## config.mk

```make
export PLATFORM = sky130hd
export DESIGN_NAME = program_loader_flat
export DESIGN_NICKNAME = d
export VERILOG_FILES = /design/src/rtl/loader_pkg.sv /design/src/rtl/program_loader_if.sv /design/src/rtl/uart_rx.sv /design/src/rtl/program_loader.sv /design/src/flat_wrapper.sv
export SDC_FILE = /design/constraint.sdc
export NUM_CORES = 1
export LEC_CHECK = 0
export ABC_CLOCK_PERIOD_IN_PS = 3600
export BUFFER_PORTS_ARGS = -buffer_cell sky130_fd_sc_hd__clkbuf_2
export CORE_MARGIN = 2
export CORE_UTILIZATION = 31
export DETAILED_ROUTE_END_ITERATION = 12
export HOLD_SLACK_MARGIN = 0.08
export PLACE_DENSITY = 0.5
export SLEW_MARGIN = 20
export SYNTH_ARGS = -nofsm -noshare
export SYNTH_HDL_FRONTEND = slang
export SYNTH_HIERARCHICAL = 1
export SYNTH_SLANG_ARGS = --single-unit
```

## constraint.sdc

```tcl
create_clock -name clock -period 3.6 [get_ports clock]
set_input_delay 0.18 -clock clock [delete_from_list [all_inputs] [get_ports clock]]
set_output_delay 0.18 -clock clock [all_outputs]
set_load 0.03 [all_outputs]
```

## src/rtl/loader_pkg.sv

```systemverilog
// Shared types and constants for the serial program loader.
//   rx_state_e   : UART receiver FSM states
//   load_state_e : load-session FSM states
//   LOADER_TERMINATOR : word value that ends a session without being written
//   shift_in_byte     : big-endian byte assembly helper
package loader_pkg;

    typedef enum logic [1:0] {
        IDLE  = 2'd0,
        START = 2'd1,
        DATA  = 2'd2,
        STOP  = 2'd3
    } rx_state_e;

    typedef enum logic [1:0] {
        L_IDLE = 2'd0,
        L_LOAD = 2'd1,
        L_DONE = 2'd2
    } load_state_e;

    localparam logic [31:0] LOADER_TERMINATOR = 32'hFFFF_FFFF;

    // Earlier bytes move toward the MSB, so the first byte ends in [31:24].
    function automatic logic [31:0] shift_in_byte(input logic [31:0] word,
                                                  input logic [7:0]  new_byte);
        return {word[23:0], new_byte};
    endfunction

endpackage

```

## src/rtl/program_loader_if.sv

```systemverilog
// Instruction-memory write port.
//   mem_address : word address of the current write
//   mem_data    : instruction word being written
//   mem_write   : one-cycle write strobe
// master = loader side (drives), slave = memory side (receives).
interface program_loader_if #(
    parameter int ADDR_WIDTH = 8
);
    logic [ADDR_WIDTH-1:0] mem_address;
    logic [31:0]           mem_data;
    logic                  mem_write;

    modport master (output mem_address, output mem_data, output mem_write);
    modport slave  (input  mem_address, input  mem_data, input  mem_write);
endinterface

```

## src/rtl/uart_rx.sv

```systemverilog
// 8N1 UART receiver with a 2-flop input synchronizer.
//   clock, reset (async, active-low), rx (asynchronous serial input)
//   byte_data  : last good byte, LSB received first
//   byte_valid : one-cycle pulse when a byte with a high stop bit completes
//   stop_error : one-cycle pulse when the stop bit was sampled low
module uart_rx
    import loader_pkg::*;
#(
    parameter int CLKS_PER_BIT = 5208
) (
    input  logic       clock,
    input  logic       reset,
    input  logic       rx,
    output logic [7:0] byte_data,
    output logic       byte_valid,
    output logic       stop_error
);
    localparam int TW = $clog2(CLKS_PER_BIT);
    localparam logic [TW-1:0] FULL_T = TW'(CLKS_PER_BIT - 1);
    localparam logic [TW-1:0] HALF_T = TW'(CLKS_PER_BIT / 2 - 1);

    logic            rx_meta_q, rx_sync_q;
    rx_state_e       state_q, state_d;
    logic [TW-1:0]   timer_q, timer_d;
    logic [2:0]      bit_idx_q, bit_idx_d;
    logic [7:0]      shift_q, shift_d;
    logic [7:0]      byte_data_q, byte_data_d;
    logic            byte_valid_q, byte_valid_d;
    logic            stop_error_q, stop_error_d;

    // Synchronizer and receiver state registers; rx flops idle high.
    always_ff @(posedge clock or negedge reset) begin
        if (!reset) begin
            rx_meta_q    <= 1'b1;
            rx_sync_q    <= 1'b1;
            state_q      <= IDLE;
            timer_q      <= '0;
            bit_idx_q    <= 3'd0;
            shift_q      <= 8'h00;
            byte_data_q  <= 8'h00;
            byte_valid_q <= 1'b0;
            stop_error_q <= 1'b0;
        end else begin
            rx_meta_q    <= rx;
            rx_sync_q    <= rx_meta_q;
            state_q      <= state_d;
            timer_q      <= timer_d;
            bit_idx_q    <= bit_idx_d;
            shift_q      <= shift_d;
            byte_data_q  <= byte_data_d;
            byte_valid_q <= byte_valid_d;
            stop_error_q <= stop_error_d;
        end
    end

    // Receiver next-state: half-bit qualify of the start bit, then mid-bit sampling.
    always_comb begin
        state_d      = state_q;
        timer_d      = timer_q + TW'(1);
        bit_idx_d    = bit_idx_q;
        shift_d      = shift_q;
        byte_data_d  = byte_data_q;
        byte_valid_d = 1'b0;
        stop_error_d = 1'b0;
        case (state_q)
            IDLE: begin
                timer_d = '0;
                if (!rx_sync_q) begin
                    state_d = START;
                end else begin
                    state_d = IDLE;
                end
            end
            START: begin
                if (timer_q == HALF_T) begin
                    timer_d   = '0;
                    bit_idx_d = 3'd0;
                    // A start bit that is gone by mid-bit is treated as a glitch.
                    if (!rx_sync_q) begin
                        state_d = DATA;
                    end else begin
                        state_d = IDLE;
                    end
                end else begin
                    state_d = START;
                end
            end
            DATA: begin
                if (timer_q == FULL_T) begin
                    timer_d = '0;
                    shift_d = {rx_sync_q, shift_q[7:1]};
                    if (bit_idx_q == 3'd7) begin
                        state_d = STOP;
                    end else begin
                        bit_idx_d = bit_idx_q + 3'd1;
                    end
                end else begin
                    state_d = DATA;
                end
            end
            STOP: begin
                if (timer_q == FULL_T) begin
                    timer_d = '0;
                    state_d = IDLE;
                    if (rx_sync_q) begin
                        byte_valid_d = 1'b1;
                        byte_data_d  = shift_q;
                    end else begin
                        stop_error_d = 1'b1;
                    end
                end else begin
                    state_d = STOP;
                end
            end
            default: begin
                state_d = IDLE;
                timer_d = '0;
            end
        endcase
    end

    assign byte_data  = byte_data_q;
    assign byte_valid = byte_valid_q;
    assign stop_error = stop_error_q;

endmodule

```

## src/rtl/program_loader.sv

```systemverilog
// Serial program loader: assembles UART bytes big-endian into 32-bit words and
// writes them to consecutive instruction-memory addresses, holding the CPU in
// reset while a session is active.
//   clock, reset (async, active-low), rx (serial in), load_enable (session level)
//   mem_if      : instruction-memory write port (master)
//   cpu_hold    : high while a session is active
//   word_count  : words written this session
//   frame_error : sticky, a stop bit was sampled low
//   overflow    : sticky, a word arrived after memory was full
//   done        : terminator word received
module program_loader
    import loader_pkg::*;
#(
    parameter int CLKS_PER_BIT = 5208,
    parameter int ADDR_WIDTH   = 8
) (
    input  logic                  clock,
    input  logic                  reset,
    input  logic                  rx,
    input  logic                  load_enable,
    program_loader_if.master      mem_if,
    output logic                  cpu_hold,
    output logic [ADDR_WIDTH:0]   word_count,
    output logic                  frame_error,
    output logic                  overflow,
    output logic                  done
);
    localparam logic [ADDR_WIDTH:0] MEM_WORDS = {1'b1, {ADDR_WIDTH{1'b0}}};

    logic [7:0]            byte_data_s;
    logic                  byte_valid_s;
    logic                  stop_error_s;
    logic                  load_rise_s;
    logic [31:0]           word_next_s;

    load_state_e           state_q, state_d;
    logic                  load_en_prev_q;
    logic [31:0]           word_q, word_d;
    logic [1:0]            byte_cnt_q, byte_cnt_d;
    logic [ADDR_WIDTH-1:0] mem_address_q, mem_address_d;
    logic [31:0]           mem_data_q, mem_data_d;
    logic                  mem_write_q, mem_write_d;
    logic [ADDR_WIDTH:0]   word_count_q, word_count_d;
    logic                  frame_error_q, frame_error_d;
    logic                  overflow_q, overflow_d;
    logic                  done_q, done_d;
    logic                  cpu_hold_q, cpu_hold_d;

    uart_rx #(.CLKS_PER_BIT(CLKS_PER_BIT)) u_uart_rx (
        .clock      (clock),
        .reset      (reset),
        .rx         (rx),
        .byte_data  (byte_data_s),
        .byte_valid (byte_valid_s),
        .stop_error (stop_error_s)
    );

    assign load_rise_s = load_enable & ~load_en_prev_q;
    assign word_next_s = shift_in_byte(word_q, byte_data_s);

    // Session, assembler and address/count registers.
    always_ff @(posedge clock or negedge reset) begin
        if (!reset) begin
            state_q        <= L_IDLE;
            load_en_prev_q <= 1'b0;
            word_q         <= 32'h0000_0000;
            byte_cnt_q     <= 2'd0;
            mem_address_q  <= '0;
            mem_data_q     <= 32'h0000_0000;
            mem_write_q    <= 1'b0;
            word_count_q   <= '0;
            frame_error_q  <= 1'b0;
            overflow_q     <= 1'b0;
            done_q         <= 1'b0;
            cpu_hold_q     <= 1'b0;
        end else begin
            state_q        <= state_d;
            load_en_prev_q <= load_enable;
            word_q         <= word_d;
            byte_cnt_q     <= byte_cnt_d;
            mem_address_q  <= mem_address_d;
            mem_data_q     <= mem_data_d;
            mem_write_q    <= mem_write_d;
            word_count_q   <= word_count_d;
            frame_error_q  <= frame_error_d;
            overflow_q     <= overflow_d;
            done_q         <= done_d;
            cpu_hold_q     <= cpu_hold_d;
        end
    end

    // Session next-state, byte assembly and write generation.
    always_comb begin
        state_d       = state_q;
        word_d        = word_q;
        byte_cnt_d    = byte_cnt_q;
        mem_address_d = mem_address_q;
        mem_data_d    = mem_data_q;
        mem_write_d   = 1'b0;
        word_count_d  = word_count_q;
        frame_error_d = frame_error_q;
        overflow_d    = overflow_q;
        done_d        = done_q;

        // Address and count advance on the edge that ends the write cycle, so
        // the address is stable while the strobe is high. The address wraps
        // naturally; the count check blocks writes after the wrap.
        if (mem_write_q) begin
            mem_address_d = mem_address_q + {{(ADDR_WIDTH-1){1'b0}}, 1'b1};
            word_count_d  = word_count_q + {{ADDR_WIDTH{1'b0}}, 1'b1};
        end else begin
            mem_address_d = mem_address_q;
            word_count_d  = word_count_q;
        end

        if (stop_error_s) begin
            frame_error_d = 1'b1;
        end else begin
            frame_error_d = frame_error_q;
        end

        // Dropping load_enable beats everything, including a 4th byte arriving
        // in the same cycle; any partial word is discarded.
        if (!load_enable) begin
            state_d    = L_IDLE;
            byte_cnt_d = 2'd0;
        end else begin
            case (state_q)
                L_IDLE: begin
                    if (load_rise_s) begin
                        state_d       = L_LOAD;
                        mem_address_d = '0;
                        word_count_d  = '0;
                        byte_cnt_d    = 2'd0;
                        frame_error_d = 1'b0;
                        overflow_d    = 1'b0;
                        done_d        = 1'b0;
                    end else begin
                        state_d = L_IDLE;
                    end
                end
                L_LOAD: begin
                    if (byte_valid_s) begin
                        word_d = word_next_s;
                        if (byte_cnt_q == 2'd3) begin
                            byte_cnt_d = 2'd0;
                            if (word_next_s == LOADER_TERMINATOR) begin
                                state_d = L_DONE;
                                done_d  = 1'b1;
                            end else if (word_count_q == MEM_WORDS) begin
                                overflow_d = 1'b1;
                            end else begin
                                mem_write_d = 1'b1;
                                mem_data_d  = word_next_s;
                            end
                        end else begin
                            byte_cnt_d = byte_cnt_q + 2'd1;
                        end
                    end else begin
                        state_d = L_LOAD;
                    end
                end
                L_DONE: begin
                    state_d = L_DONE;
                end
                default: begin
                    state_d = L_IDLE;
                end
            endcase
        end

        cpu_hold_d = (state_d != L_IDLE);
    end

    assign mem_if.mem_address = mem_address_q;
    assign mem_if.mem_data    = mem_data_q;
    assign mem_if.mem_write   = mem_write_q;
    assign cpu_hold           = cpu_hold_q;
    assign word_count         = word_count_q;
    assign frame_error        = frame_error_q;
    assign overflow           = overflow_q;
    assign done               = done_q;

endmodule
```

## src/flat_wrapper.sv

```systemverilog
// flat-port wrapper written by rule: the top's interface ports become plain ports
module program_loader_flat import loader_pkg::*;
#(
    parameter int CLKS_PER_BIT = 5208,
    parameter int ADDR_WIDTH   = 8
)
  (clock, reset, rx, load_enable, cpu_hold, word_count, frame_error, overflow, done, mem_if_mem_address, mem_if_mem_data, mem_if_mem_write);
  program_loader_if #(.ADDR_WIDTH(ADDR_WIDTH)) mem_if_i ();
  input  logic clock;
  input  logic reset;
  input  logic rx;
  input  logic load_enable;
  output logic cpu_hold;
  output logic [ADDR_WIDTH:0] word_count;
  output logic frame_error;
  output logic overflow;
  output logic done;
  output wire logic [$bits(mem_if_i.mem_address)-1:0] mem_if_mem_address;
  output wire logic [$bits(mem_if_i.mem_data)-1:0] mem_if_mem_data;
  output wire logic [$bits(mem_if_i.mem_write)-1:0] mem_if_mem_write;
  assign mem_if_mem_address = mem_if_i.mem_address;
  assign mem_if_mem_data = mem_if_i.mem_data;
  assign mem_if_mem_write = mem_if_i.mem_write;
  program_loader #(.CLKS_PER_BIT(CLKS_PER_BIT), .ADDR_WIDTH(ADDR_WIDTH)) u_core (.clock(clock), .reset(reset), .rx(rx), .load_enable(load_enable), .mem_if(mem_if_i), .cpu_hold(cpu_hold), .word_count(word_count), .frame_error(frame_error), .overflow(overflow), .done(done));
endmodule
```

==> results.txt <==
The run finished with clean final reports. The slew at the pin closest to its max-slew limit came out at 0.803 ns. The total clock buffers created by CTS is 17. The starting density of the core is a little under a third.

The routed via count divided by cell count is 4.57. The sequential area share after synthesis is between 50% and 60%. The number of top-level pins came out at between 50 and 60. The number of nets produced by synthesis came out at slightly below 400. Dividing total power by cell area gives a power density of around 500 mW/mm2. The post-detailed-route DRC marker count came out at 0. Entering global routing, the biggest net connects ~120 pins. The cell sitting at the root of the clock tree is a sky130_fd_sc_hd__clkbuf_16. Summed over all failing endpoints, the final setup total negative slack is 0 ns. The setup violation total in the final timing report is 0. The count of final max-slew check failures came out at 0. The number of antenna violations at the first check in global routing came out at 0.

The largest vdd supply drop is 301 uV. The latest clock arrival within the worst-skew pair came out at around 0.42 ns. The flip-flop and latch count after synthesis is roughly 120. TritonCTS built the clock tree. The row count came out at 47.

The synthesized area per cell is roughly 14 um2. The maximum level of the CTS H-tree came out at 4. The post-detailed-route count of antenna-violating nets is 0. The net count reported at finish is about 470. Global routing finished with a remaining overflow of 0. In the final layout, the multi-input gates occupy 0.00211 mm2. The critical-path cell with the highest stage delay is sky130_fd_sc_hd__buf_4.

The area growth from synthesis to final layout is 22.8%. The count of max-cap constraint violations came out at 0. At the end of the flow the core is filled with cells to between 30% and 40%. The required time at the endpoint of the critical path is ~3.9 ns. The count of clock tree sinks is roughly 120. The worst pin sits at a relative slew slack of between 40% and 50%. Setup repair after global routing left no endpoint under its margin. Summed over all nets, the half-perimeter wirelength after detailed placement is about 6.3 mm. The die outline height is 134 um.

The netlist uses 50 different library cells. The aggregate routed wire length is 9.81 mm. With fillers left out, the area of the finished cells amounts to 0.00644 mm2.

The global-route wire length before repair came out at 16.4 mm. Summed over all cells, the static leakage comes to 3.14 nW. The detailed router placed 3140 vias in this run. The floorplan step defined a die boundary enclosing between 0.015 and 0.02 mm2. The mapped netlist covers roughly 0.0052 mm2. The final period utilization came out at between 50 and 60%. Once placement finished, the instance area stood at 0.00577 mm2.

After technology mapping, the gate count stands at between 300 and 400. During synthesis, Yosys emitted a total of 6 warnings. The floorplan step set the die width to between 100 and 150 um. The number of hold buffers added after CTS is 3.

Walking the worst path, the cells encountered are inv_1, ha_1, and4b_1, a211oi_4, buf_4, mux2_2. The number of gates resized after CTS was 0. The post-route netlist has about two fifths of its cells at a drive strength greater than 1.

The area of the core region came out at about 0.017 mm2. The total track usage came out at approximately an eighth. The global placer's final weighted congestion is between 0.7 and 0.8. In this run the deepest clock path goes through 2 buffers.

The top achievable clock speed is approximately 470 MHz. The number of buffers added on ports is 57. The largest fanout on the critical path is 33. The biggest cell delay along the critical path is roughly 0.52 ns. The number of antenna repair diodes came out at 0.

The number of iterations in the first detailed-routing pass is 4. The worst hold path belongs to the class reg -> reg. STA classifies the critical path endpoint as a flip-flop. The detailed-route wire length per cell came out at about 14 um. After the first detailed-routing iteration, the DRC count stood at approximately 140. The clock slew seen by the registers of the worst setup and hold paths came out at around 0.06 ns.

The number of inserted filler cells in the final layout is 1572. The number of global-route vias before repair came out at approximately 3200. The number of endpoints with negative hold slack in the final report was 0. STA classifies the critical path startpoint as a flip-flop. The setup path with the least slack is of type reg -> reg. Subtracting the final worst setup slack from the clock period gives around 2.1 ns.

The count of buffers added by post-CTS timing repair for setup came out at 0. Summing all flip-flop and latch instances after layout gives just over 0.003 mm2. The largest clock skew in the final design is between 0.01 and 0.015 ns.

The arrival time of data at the critical path endpoint came out at between 2 and 2.5 ns.
per-layer routing:
metal  up-vias  wire length, um  global-route usage, %
li1       1512                -                      -
met1      1565             4550                   14.8
met2        54             4640                   17.9
met3         9              526                   4.88
met4         0               97                   4.21
met5         -                0                      0
cells in the mapped netlist (all sizes together):
cell type  number  area, um2
a31oi           1       6.26
a211oi          1       20.0
o21a            1       7.51
nand2          13       48.8
nand4          16        121
nor4            5       61.3
clkbuf          4       16.3
nand2b          2       12.5
buf             7       53.8
a41o            1       10.0
and3            4       25.0
ha              7       87.6
and4            2       17.5
o311ai          1       8.76
nor4b           2       17.5
a211o           1       8.76
nor4bb          2       20.0
a22o            2       17.5
a21oi           5       28.8
and4b           1       10.0
or2             1       6.26
o21ai           3       15.0
a31o            2       17.5
or3             2       12.5
nand3b          2       15.0
inv             8       30.0
dfstp           2       52.6
and2            2       12.5
dfrtp         119       2980
nor2           38        158
mux2           75        953
a41oi           1       8.76
nand3          12       60.1
nor3            5       25.0
nor2b           3       26.3
xnor2          11       96.3
and4bb          2       25.0
xor2           13        114
mux2i           2       20.0
a32o            2       20.0
critical path: cells and delay by family, from the launching register on:
| kind | cells | cell delay (ns) |
|---|---|---|
| compound gates | 1 | 0.16 |
| fa+ha+maj | 1 | 0.19 |
| buf+inv | 2 | 0.58 |
| flops | 1 | 0.42 |
| mux | 1 | 0.40 |
| simple gates | 1 | 0.25 |
layout by cell type (no fill, tap or decap), types with 3 or more instances in the layout:
| cell type | n |
|---|---|
| sky130_fd_sc_hd__a21oi_1 | 4 |
| sky130_fd_sc_hd__and3_1 | 4 |
| sky130_fd_sc_hd__buf_4 | 3 |
| sky130_fd_sc_hd__bufinv_16 | 4 |
| sky130_fd_sc_hd__clkbuf_16 | 17 |
| sky130_fd_sc_hd__clkbuf_2 | 56 |
| sky130_fd_sc_hd__clkinv_4 | 4 |
| sky130_fd_sc_hd__dfrtp_1 | 119 |
| sky130_fd_sc_hd__dlygate4sd3_1 | 3 |
| sky130_fd_sc_hd__ha_1 | 7 |
| sky130_fd_sc_hd__inv_1 | 8 |
| sky130_fd_sc_hd__mux2_2 | 46 |
| sky130_fd_sc_hd__mux2_4 | 29 |
| sky130_fd_sc_hd__nand2_1 | 13 |
| sky130_fd_sc_hd__nand3_1 | 12 |
| sky130_fd_sc_hd__nand4_1 | 14 |
| sky130_fd_sc_hd__nor2_1 | 36 |
| sky130_fd_sc_hd__nor3_1 | 5 |
| sky130_fd_sc_hd__nor4_1 | 3 |
| sky130_fd_sc_hd__o21ai_0 | 3 |
| sky130_fd_sc_hd__xnor2_1 | 11 |
| sky130_fd_sc_hd__xor2_1 | 13 |
power by group:
group | internal (mW) | switching, mW
sequential | 1.37 | 0.00590
clock | 1.18 | 0.629
combinational | 0.0142 | 0.0401
registers in the layout, summed over array words and instances, names as in the netlist, 2 cells and up:
name,cells
u_core/mem_if.mem_data,32
u_core/u_uart_rx/state_q,2
u_core/word_q,24
u_core/word_count,9
u_core/byte_cnt_q,2
u_core/state_q,2
u_core/u_uart_rx/timer_q,13
u_core/u_uart_rx/shift_q,8
u_core/mem_if.mem_address,8
u_core/u_uart_rx/byte_data,8
u_core/u_uart_rx/bit_idx_q,3
worst paths after layout:
kind / startpoint / end / slack (ns) / cells after the start
worst max-delay path: u_core/word_count[0]$_DFF_PN0_ / u_core/mem_if.mem_data[2]$_DFFE_PN0P_ / 1.48 / 6
worst min-delay path: u_core/u_uart_rx/rx_meta_q$_DFF_PN1_ / u_core/u_uart_rx/rx_sync_q$_DFF_PN1_ / 0.36 / 0
worst max register to register: u_core/word_count[0]$_DFF_PN0_ / u_core/mem_if.mem_data[2]$_DFFE_PN0P_ / 1.48 / 6
worst min register to register: u_core/u_uart_rx/rx_meta_q$_DFF_PN1_ / u_core/u_uart_rx/rx_sync_q$_DFF_PN1_ / 0.36 / 0
max in group asynchronous: reset / u_core/mem_if.mem_data[8]$_DFFE_PN0P_ / 2.70 / 3
min in group asynchronous: reset / u_core/mem_if.mem_data[21]$_DFFE_PN0P_ / 0.39 / 3
logic make-up after synthesis:
| kind of cell | share of synthesized area (%) |
|---|---|
| fa+ha+maj | 1.67 |
| mux | 18.6 |
| buf+inv | 1.91 |
| simple gates | 12.9 |
| flops | 57.8 |
| compound gates | 3.22 |
| xor+xnor | 4.01 |
cell type report:
cell class                 count  share of cell area (%)
clock buffer                  19                    6.88
clock inverter                13                    2.99
inverter                       8                   0.466
multi-input combinational    243                    32.8
sequential                   121                    47.1
tap                          220                    4.28
timing repair buffer          63                    5.48
metrics by stage:
stage / total power, mW / setup WS [ns] / cells / hold WS (ns)
finish: 3.24 / 1.48 / 687 / 0.356
global route: 3.37 / 1.37 / 687 / 0.364
CTS: 3.30 / 1.47 / 687 / 0.357
detailed placement: 1.45 / 1.49 / 652 / 0.271
global placement: 1.45 / 1.53 / 652 / 0.272
floorplan: 1.41 / 1.62 / 383 / -0.116
No activity file was read; power rests on OpenSTA's default activity.
